==> config.mk <==
export PLATFORM = sky130hd
export DESIGN_NAME = mem_port_arbiter
export DESIGN_NICKNAME = d
export VERILOG_FILES = /design/src/rtl/mem_port_arbiter.sv
export SDC_FILE = /design/constraint.sdc
export NUM_CORES = 1
export LEC_CHECK = 0
export BUFFER_PORTS_ARGS = -buffer_cell sky130_fd_sc_hd__buf_4
export CORE_MARGIN = 4
export CORE_UTILIZATION = 42
export CTS_BUF_LIST = sky130_fd_sc_hd__clkbuf_16
export CTS_CLUSTER_DIAMETER = 120
export DETAILED_ROUTE_END_ITERATION = 6
export PLACE_DENSITY = 0.87
export SLEW_MARGIN = 20
export SYNTH_ARGS = -nofsm -noshare
export SYNTH_HDL_FRONTEND = slang
export SYNTH_SLANG_ARGS = --single-unit
==> constraint.sdc <==
create_clock -name clk -period 1.9 [get_ports clk]
set_input_delay 0 -clock clk [delete_from_list [all_inputs] [get_ports clk]]
set_output_delay 0 -clock clk [all_outputs]
set_load 0.01 [all_outputs]
==> src/rtl/mem_port_arbiter.sv <==
// rtl/mem_port_arbiter.sv - CPU/UART arbiter for a single-port synchronous data memory
// Fixed CPU priority, a 3-cycle access sequence, and a lost-arbitration counter that guarantees the UART a slot.
module mem_port_arbiter #(
  parameter int AW            = 16,
  parameter int DW            = 16,
  parameter int UART_MAX_WAIT = 4
) (
  input  logic          clk,
  input  logic          reset,
  input  logic          cpu_req,
  input  logic          cpu_we,
  input  logic [AW-1:0] cpu_addr,
  input  logic [DW-1:0] cpu_wdata,
  output logic          cpu_ack,
  output logic [DW-1:0] cpu_rdata,
  output logic          cpu_stall,
  input  logic          uart_req,
  input  logic          uart_we,
  input  logic [AW-1:0] uart_addr,
  input  logic [DW-1:0] uart_wdata,
  output logic          uart_ack,
  output logic [DW-1:0] uart_rdata,
  output logic          mem_en,
  output logic          mem_we,
  output logic [AW-1:0] mem_addr,
  output logic [DW-1:0] mem_wdata,
  input  logic [DW-1:0] mem_rdata
);
  typedef enum logic [1:0] {IDLE, ISSUE, RESP} state_t;

  localparam logic [7:0] MAX_WAIT = 8'(UART_MAX_WAIT);

  state_t        state_q, state_d;
  logic          owner_q, owner_d;
  logic [7:0]    wait_cnt_q, wait_cnt_d;
  logic          mem_en_q, mem_en_d;
  logic          mem_we_q, mem_we_d;
  logic [AW-1:0] mem_addr_q, mem_addr_d;
  logic [DW-1:0] mem_wdata_q, mem_wdata_d;
  logic          cpu_ack_q, cpu_ack_d;
  logic          uart_ack_q, uart_ack_d;
  logic          uart_wins;

  always_comb begin
    state_d     = state_q;
    owner_d     = owner_q;
    wait_cnt_d  = wait_cnt_q;
    mem_en_d    = 1'b0;
    mem_we_d    = 1'b0;
    mem_addr_d  = mem_addr_q;
    mem_wdata_d = mem_wdata_q;
    cpu_ack_d   = 1'b0;
    uart_ack_d  = 1'b0;
    // owner 1 means the UART holds the port
    uart_wins   = uart_req && ((wait_cnt_q == MAX_WAIT) || !cpu_req);
    case (state_q)
      IDLE: begin
        if (cpu_req || uart_req) begin
          state_d     = ISSUE;
          owner_d     = uart_wins;
          mem_en_d    = 1'b1;
          mem_we_d    = uart_wins ? uart_we    : cpu_we;
          mem_addr_d  = uart_wins ? uart_addr  : cpu_addr;
          mem_wdata_d = uart_wins ? uart_wdata : cpu_wdata;
          if (uart_wins)
            wait_cnt_d = '0;
          else if (uart_req && (wait_cnt_q < MAX_WAIT))
            wait_cnt_d = wait_cnt_q + 8'd1;
        end
      end
      ISSUE: begin
        state_d    = RESP;
        cpu_ack_d  = !owner_q;
        uart_ack_d = owner_q;
      end
      RESP:    state_d = IDLE;
      default: state_d = IDLE;
    endcase
  end

  always_ff @(posedge clk or negedge reset) begin
    if (!reset) begin
      state_q     <= IDLE;
      owner_q     <= 1'b0;
      wait_cnt_q  <= '0;
      mem_en_q    <= 1'b0;
      mem_we_q    <= 1'b0;
      mem_addr_q  <= '0;
      mem_wdata_q <= '0;
      cpu_ack_q   <= 1'b0;
      uart_ack_q  <= 1'b0;
    end else begin
      state_q     <= state_d;
      owner_q     <= owner_d;
      wait_cnt_q  <= wait_cnt_d;
      mem_en_q    <= mem_en_d;
      mem_we_q    <= mem_we_d;
      mem_addr_q  <= mem_addr_d;
      mem_wdata_q <= mem_wdata_d;
      cpu_ack_q   <= cpu_ack_d;
      uart_ack_q  <= uart_ack_d;
    end
  end

  assign mem_en     = mem_en_q;
  assign mem_we     = mem_we_q;
  assign mem_addr   = mem_addr_q;
  assign mem_wdata  = mem_wdata_q;
  assign cpu_ack    = cpu_ack_q;
  assign uart_ack   = uart_ack_q;
  assign cpu_rdata  = mem_rdata;
  assign uart_rdata = mem_rdata;
  assign cpu_stall  = cpu_req & ~cpu_ack_q;
endmodule

==> metrics, run 1 <==
outcome=finished, final reports clean; Detail Route Antenna Nets=0; all-layer global routing usage=0.198; Worst EP arrival=around 1.9 ns; worst skew pair latency=~0.28 ns; Final Cycle Share=0.919; register area share after synthesis=0.503; vias post-DR=2223; final setup fails=0; clock sinks=between 40 and 50; die height=82.6 um; Worst-Margin Slew=0.782 ns; largest net degree at the start of global routing=48; Post-Place Worst Slack=about 0.15 ns; Post-synth top cells=a21oi_1, dfrtp_1, nor2_1; total CTS buffers=5; ranking of synthesized cells by area=dfrtp_1, a21oi_1, buf_4; num ports=about 160; starting density of the core=0.446; vias in the first global route=approximately 2200; Synth top area share=0.503; drt pass-1 iters=4; drt drc=0; Syn Inst Count=~260; Final Hold Fails=0; setup ws final=approximately 0.15 ns; GPL Wtd Cong=0.787; leak pwr=between 1.5 and 2 nW; placed cell areas=a little under 3000 sq um; Hold Path Class=input port to output pin; Slew HR=0.479; pwr dens=1370 nW/um^2; Slew Viols, Final=0; setup TNS=0 ns; DIE WIDTH=approximately 83 um; first-pass GRT wire length=about 10000 um; most frequent cell after synthesis=a21oi_1; fmax=between 500 and 600 MHz; H-tree depth=2; DP HPWL=roughly 4400 um; Design Area, Final=roughly 3500 sq um; # diodes=0; CTS tree=built; crit path time final=around 1.7 ns; Crit path required time=slightly above 2 ns; syn_nets=around 350; number of flops mapped to enable cells by yosys=0; Port Buffer Count=around 110; number of cell rows=26; Final Net Count=~460; Worst setup EP type=flop; Max Buffers Root-to-Sink=2; total grt overflow=0; initial DRC count=~120; RSZ-0062 raised after global routing=false; Post-Route Utilization=0.660; MaxCap Viol Count=0; fraction of registers with async set/reset=1.00; Root Buffer=clkbuf_16; Layout fillers=around 400; Post-Syn Area per Cell=slightly below 9 sq um; Ys Warns=0; layout cell share with drive strength beyond 1=0.339; Clk pin slew, worst setup/hold paths=~0.06 ns; initial antenna violation count=0; postcts setup bufs=0; final wirelength=between 6000 and 7000 um; Layout Area Growth over Synthesis=47.8%; crit-path max FO=4; final cell count without fillers=about 440; worst IR drop on VDD=approximately 840 uV; area leader, netlist=dfrtp_1; wire per inst=between 10 and 15 um; cell area after synthesis=between 2000 and 2500 sq um; synthesized flop and latch total=between 40 and 50; Core ar.=5240 sq um; Clock Skew=0.00420 ns; DP Cell Count=approximately 400; Yosys cell types=26; ys flop type=dfrtp_1; Crit Path Class=flop to flop; die area=6830 sq um; CP startpoint kind=flop; drt via density=~5.0
==> logic make-up (layout without fill, tap and decap cells) <==
family	after synthesis	after routing	share of synthesized area
AO/OA/AOI/OAI	73	73	0.170
adder cells (fa/ha/maj)	2	2	0.0107
buffers and inverters	49	158	0.133
flip-flops	47	47	0.503
multiplexers	2	2	0.0107
AND/OR/NAND/NOR	90	90	0.173
==> sequential cells by signal (all words and copies together), names as in the netlist <==
name        cells
mem_en          1
uart_ack        1
mem_addr       16
state_q         2
wait_cnt_q      8
owner_q         1
mem_wdata      16
mem_we          1
cpu_ack         1
==> where the power goes <==
part | switching (mW) | internal, mW | leakage [nW]
combinational | 1.17 | 1.05 | 1.09
clock | 0.342 | 0.475 | 0.0762
sequential | 0.249 | 1.45 | 0.555
==> area by class of cell <==
cell class	count	area (sq um)	share of cell area
clock buffers	5	125	0.0362
clock inverters	3	12.5	0.00362
inverters	4	15.0	0.00434
multi-input cells	167	856	0.248
flip-flops and latches	47	1180	0.340
well taps	70	87.6	0.0253
repair buffers	146	1180	0.343
==> layer usage <==
metal / up-vias / GRT usage / share of wire
met5: - / 0 / 0
met4: 0 / 0.0768 / 0.025
met3: 19 / 0.0564 / 0.077
met2: 91 / 0.365 / 0.53
met1: 1063 / 0.212 / 0.36
li1: 1050 / - / -
==> cell usage in the layout, fill, tap and decap left out, types with 2 or more instances in the layout <==
cell           instances
nor2b_1                6
dfrtp_1               47
nor2_1                38
and2_1                 4
ha_1                   2
a21o_1                 2
inv_1                  5
a31oi_1                2
dlygate4sd3_1         35
nand2_1               36
a21oi_1               65
clkbuf_16              5
buf_4                111
==> critical path, stage by stage (launching register included) <==
cell	delay, ns
dfrtp_1	0.40
or4_4	0.54
o31ai_4	0.28
nand2_4	0.10
mux2_4	0.30
==> worst paths after layout <==
| kind | from | end | slack (ns) | cells past startpoint |
|---|---|---|---|---|
| worst min-delay path | mem_rdata[15] | uart_rdata[15] | 0.000007 | 0 |
| worst min register to register | state_q[1] | state_q[1] | 0.45 | 1 |
| max in group asynchronous | reset | mem_addr[14] | 1.25 | 2 |
| min in group asynchronous | reset | wait_cnt_q[2] | 0.26 | 2 |
| worst max register to register | wait_cnt_q[4] | wait_cnt_q[0] | 0.15 | 4 |
| worst max-delay path | wait_cnt_q[4] | wait_cnt_q[0] | 0.15 | 4 |
==> per-stage QoR <==
step | total power [mW] | hold WS, ns
5_1_grt | 5.09 | 0.0000241
2_1_floorplan | 2.93 | -0.296
3_5_place_dp | 3.90 | 0.000101
3_3_place_gp | 3.81 | 0.000101
4_1_cts | 4.79 | 0.000101
6_report | 4.74 | 0.00000682
==> what timing repair did <==
| action | CTS | global route |
|---|---|---|
| hold buffers | 35 | 0 |
| resized for setup | 0 | 0 |
| hold endpoints to repair | 80 | 0 |
| endpoints found under the setup margin | 0 | 0 |
Power figures use the tool's default switching activity.
==> run 2, diff against run 1 <==
--- a/config.mk
+++ b/config.mk
@@ -8,7 +8,7 @@
 export BUFFER_PORTS_ARGS = -buffer_cell sky130_fd_sc_hd__buf_4
 export CORE_MARGIN = 4
 export CORE_UTILIZATION = 42
-export CTS_BUF_LIST = sky130_fd_sc_hd__clkbuf_16
+export CTS_BUF_LIST = sky130_fd_sc_hd__clkbuf_4 sky130_fd_sc_hd__clkbuf_8 sky130_fd_sc_hd__clkbuf_16
 export CTS_CLUSTER_DIAMETER = 120
 export DETAILED_ROUTE_END_ITERATION = 6
 export PLACE_DENSITY = 0.87
==> run 2 against run 1 <==
Count of clock-buffer cells in the layout grew 2. Fmax is essentially flat. First-iteration DRC count grew 21%.
==> metrics, run 2 (synthesized netlist as in run 1, its figures left out) <==
Final Cycle Share=0.919; delay of the slowest critical-path stage=about 0.54 ns; total grt overflow=0; vias in the first global route=roughly 2400; CTS tree=built; HP Start=mem_rdata[15]; drt via density=between 5 and 6; GPL Wtd Cong=0.787; Max Buffers Root-to-Sink=2; Worst-Margin Slew=~0.75 ns; final setup fails=0; H-tree depth=2; Hold Path Class=input port to output pin; crit-path max FO=4; most frequent cells in the layout=buf_4, a21oi_1, dfrtp_1; worst-path cell chain=or4_4, o31ai_4, nand2_4, mux2_4; Crit path required time=between 2 and 2.5 ns; all-layer global routing usage=0.206; worst setup path end=wait_cnt_q[0]; pwr dens=about 1300 nW/um^2; drt drc=0; flop2flop setup slack=between 0.15 and 0.2 ns; largest net degree at the start of global routing=48; Detail Route Antenna Nets=0; DP HPWL=~4400 um; Design Area, Final=between 3000 and 4000 sq um; Core ar.=approximately 5200 sq um; vias post-DR=between 2000 and 2500; CP startpoint kind=flop; Port Buffer Count=106; slowest CP cell=or4_4; Slew Viols, Final=0; Min Hold Slack=around 0.0000068 ns; initial antenna violation count=0; Clk pin slew, worst setup/hold paths=approximately 0.080 ns; # diodes=0; postcts setup bufs=0; Clock Skew=0.00595 ns; worst skew pair latency=0.29 ns; CP Launch Point=wait_cnt_q[4]; Worst setup EP type=flop; # resized after CTS=0; RSZ-0062 raised after global routing=false; initial DRC count=~140; number of cell rows=26; Worst EP arrival=between 1.5 and 2 ns; worst IR drop on VDD=just over 700 uV; setup TNS=0 ns; crit path time final=approximately 1.7 ns; Final Net Count=470; first-pass GRT wire length=about 11000 um; Crit Path Class=flop to flop; DIE WIDTH=~83 um; die height=82.6 um; layout cell share with drive strength beyond 1=0.334; Slew HR=0.499; CTS Hold Bufs=46; clock sinks=47; Post-Route Utilization=0.672; Final Hold Fails=0; wire per inst=approximately 15 um; Layout Area Growth over Synthesis=50.4%; Reg-to-Reg End=wait_cnt_q[0]; Root Buffer=clkbuf_8; starting density of the core=0.446; num ports=155; MaxCap Viol Count=0; leak pwr=about 1.7 nW; die area=roughly 6800 sq um; outcome=finished, final reports clean; worst r2r path cells=4; most common cell after layout, fill and taps aside=buf_4; RR Startpoint=wait_cnt_q[4]; fmax=between 500 and 600 MHz; drt pass-1 iters=4; total CTS buffers=5; final wirelength=slightly below 7000 um; placed cell areas=~3000 sq um
==> run 2: cell count changes in the layout (fill, tap and decap cells not counted) <==
| cell | previous run | this run |
|---|---|---|
| clkbuf_8 | 0 | 5 |
| clkbuf_4 | 0 | 2 |
| clkbuf_16 | 5 | 0 |
| dlygate4sd3_1 | 35 | 46 |
| inv_1 | 5 | 3 |
==> run 2: how the worst min path moves through the flow <==
| stage | endpoint | slack [ns] | depth (start not counted) |
|---|---|---|---|
| 6_report | uart_rdata[15] | 0.000007 | 0 |
| 5_1_grt | cpu_rdata[1] | 0.00002 | 0 |
| 4_1_cts | cpu_rdata[8] | 0.0001 | 0 |
| 3_5_place_dp | cpu_rdata[8] | 0.0001 | 0 |
| 3_3_place_gp | cpu_rdata[8] | 0.0001 | 0 |
| 2_1_floorplan | cpu_ack | -0.30 | 0 |
==> run 2: final cells by class <==
cell class	count	area [sq um]
fillers	389	1720
inverters	4	15.0
clock inverters	1	5.00
clock buffers	7	83.8
well taps	70	87.6
repair buffers	157	1290
flip-flops and latches	47	1180
multi-input cells	167	856
==> run 2: per-layer routing <==
layer  track usage  vias up  wire, um
met3        0.0597       23       484
met5             0        -         0
li1              -     1070         -
met1         0.214     1098      2480
met2         0.382       81      3770
met4        0.0915        0       182
==> run 2: stage by stage <==
step / worst slack (ns) / power (mW) / std cells
global placement: 0.205 / 3.81 / 399
global route: 0.0151 / 4.91 / 453
floorplan: 0.237 / 2.93 / 263
CTS: 0.144 / 4.58 / 453
detailed placement: 0.152 / 3.90 / 399
finish: 0.155 / 4.56 / 453
==> run 2: critical path, delay by kind of cell (launching register included) <==
kind	cells	cell delay, ns
muxes	1	0.30
AOI/OAI and AO/OA	1	0.28
DFF	1	0.41
and+or+nand+nor	2	0.64
==> run 2: power by group <==
part	total, mW	switching, mW	internal (mW)	leakage [nW]
Combinational	2.26	1.19	1.07	1.14
Clock	0.602	0.315	0.287	0.0491
Sequential	1.70	0.252	1.44	0.555
Total	4.56	1.76	2.80	1.74
==> run 3, diff against run 2 <==
--- a/config.mk
+++ b/config.mk
@@ -12,6 +12,7 @@
 export CTS_CLUSTER_DIAMETER = 120
 export DETAILED_ROUTE_END_ITERATION = 6
 export PLACE_DENSITY = 0.87
+export SETUP_SLACK_MARGIN = 0.2
 export SLEW_MARGIN = 20
 export SYNTH_ARGS = -nofsm -noshare
 export SYNTH_HDL_FRONTEND = slang
==> run 3 against run 2 <==
Highest routed layer unchanged. First-iteration DRC count grew 8.4%. Sequential share of layout area shrank 1.0 points. Clock skew shrank 0.00084 ns. Largest cell class unchanged. Worst hold slack is essentially flat. Non-clock buffer count grew 5. The flow now finishes with violations (hold timing).
==> metrics, run 3 (synthesized netlist as in run 1, its figures left out) <==
total CTS buffers=5; total grt overflow=0; switching share of power=0.387; Final Net Count=roughly 480; Design Area, Final=about 3600 sq um; P_sw=1.82 mW; num ports=between 150 and 200; final wirelength=roughly 7100 um; Detail Route Antenna Nets=0; Final Hold Fails=1; final setup fails=0; flop2flop setup slack=~0.17 ns; CP startpoint kind=flop; outcome=complete, but fails checks; Pwr Total=between 4 and 5 mW; initial antenna violation count=0; most frequent cells in the layout=buf_4, a21oi_1, dfrtp_1; layout cell share with drive strength beyond 1=0.353; Layout Area Growth over Synthesis=55.1%; Clk pin slew, worst setup/hold paths=0.08 ns; Clock Skew=0.00511 ns; crit-path max FO=4; pwr dens=roughly 1300 nW/um^2; wire per inst=between 15 and 20 um; most common cell after layout, fill and taps aside=buf_4; Max Buffers Root-to-Sink=2; Min Hold Slack=-0.000407 ns; clock sinks=47; delay of the slowest critical-path stage=roughly 0.55 ns; worst skew pair latency=0.30 ns; die area=6830 sq um; Root Buffer=clkbuf_8; Final Cycle Share=0.908; DIE WIDTH=approximately 83 um; slowest CP cell=or4_4; setup TNS=0 ns; starting density of the core=0.446; failing checks=hold timing; Hold Path Class=input port to flop; Slew HR=0.606; first-pass GRT wire length=around 11000 um; final cell count without fillers=roughly 460; H-tree depth=2; Clock power frac=0.130; number of cell rows=26; Sequential Power Share=0.361; DP Cell Count=399; Slew Viols, Final=0; drt drc=0; drt pass-1 iters=4; crit path time final=about 1.7 ns; leak pwr=approximately 1.8 nW; DP HPWL=between 4000 and 5000 um; Worst EP arrival=about 1.9 ns; worst IR drop on VDD=between 700 and 800 uV; initial DRC count=roughly 160; MaxCap Viol Count=0; largest net degree at the start of global routing=48; all-layer global routing usage=0.206; GPL Wtd Cong=between 0.7 and 0.8; vias post-DR=approximately 2300; placed cell areas=between 2000 and 3000 sq um; # diodes=0; RSZ-0062 raised after global routing=true; fmax=580 MHz; drt via density=around 5; Core ar.=5240 sq um; vias in the first global route=between 2000 and 2500; Worst-Margin Slew=between 0.5 and 0.6 ns; Worst setup EP type=flop; worst-path cell chain=or4_4, o31ai_4, nand2_4, mux2_4; Port Buffer Count=between 100 and 150; Crit path required time=about 2.1 ns; Crit Path Class=flop to flop; die height=82.6 um; Gate power share=0.510; CTS tree=built; P_int=roughly 2.9 mW
-- run 3: cell types whose count changed in the layout (fill, tap and decap cells not counted), sizes merged --
cell / change
buf: +4
clkbuf: +1
-- run 3: final timing paths --
kind / start / end / cells after the start
max: wait_cnt_q[6] / wait_cnt_q[0] / 4
min reg2reg: state_q[1] / state_q[1] / 1
max reg2reg: wait_cnt_q[6] / wait_cnt_q[0] / 4
min: uart_wdata[2] / mem_wdata[2] / 3
max in group asynchronous: reset / mem_addr[14] / 2
min in group asynchronous: reset / mem_wdata[4] / 2
-- run 3: critical path: cells and delay by family, from the launching register on --
| family | cells | cell delay (ns) |
|---|---|---|
| flip-flops | 1 | 0.39 |
| AND/OR/NAND/NOR | 2 | 0.65 |
| multiplexers | 1 | 0.30 |
| AO/OA/AOI/OAI | 1 | 0.27 |
-- run 3: layout make-up --
class	instances	area, sq um
fillers	372	1610
repair buffers	162	1380
flip-flops and latches	47	1180
multi-input cells	167	881
well taps	70	87.6
clock buffers	7	83.8
inverters	4	17.5
clock inverters	1	5.00
-- run 3: power groups by stage --
stage / sequential [mW] / clock [mW] / combinational, mW
global placement: 1.68 / 0 / 2.13
CTS: 1.69 / 0.622 / 2.27
global route: 1.75 / 0.656 / 2.63
finish: 1.70 / 0.609 / 2.40
detailed placement: 1.70 / 0 / 2.19
floorplan: 1.86 / 0 / 1.08
-- run 3: stage by stage --
step | setup WS, ns | utilization
2_1_floorplan | 0.237 | -
3_3_place_gp | 0.205 | 0.567
3_5_place_dp | 0.152 | 0.567
4_1_cts | 0.144 | 0.672
5_1_grt | 0.0992 | 0.692
6_report | 0.175 | 0.692
-- run 3: metal layers --
layer / vias to the layer above / track usage / routed length, um
met5: - / 0 / 0
met4: 0 / 0.0915 / 170
met3: 22 / 0.0597 / 532
met2: 94 / 0.382 / 3870
met1: 1104 / 0.214 / 2560
li1: 1079 / - / -
-- run 3: what timing repair did --
item / CTS / global route
gates cloned: 0 / 1
buffers inserted: 0 / 4
hold buffers: 46 / 0
endpoints found under the setup margin: 1 / 40
resized for setup: 0 / 14
hold endpoints to repair: 80 / 0
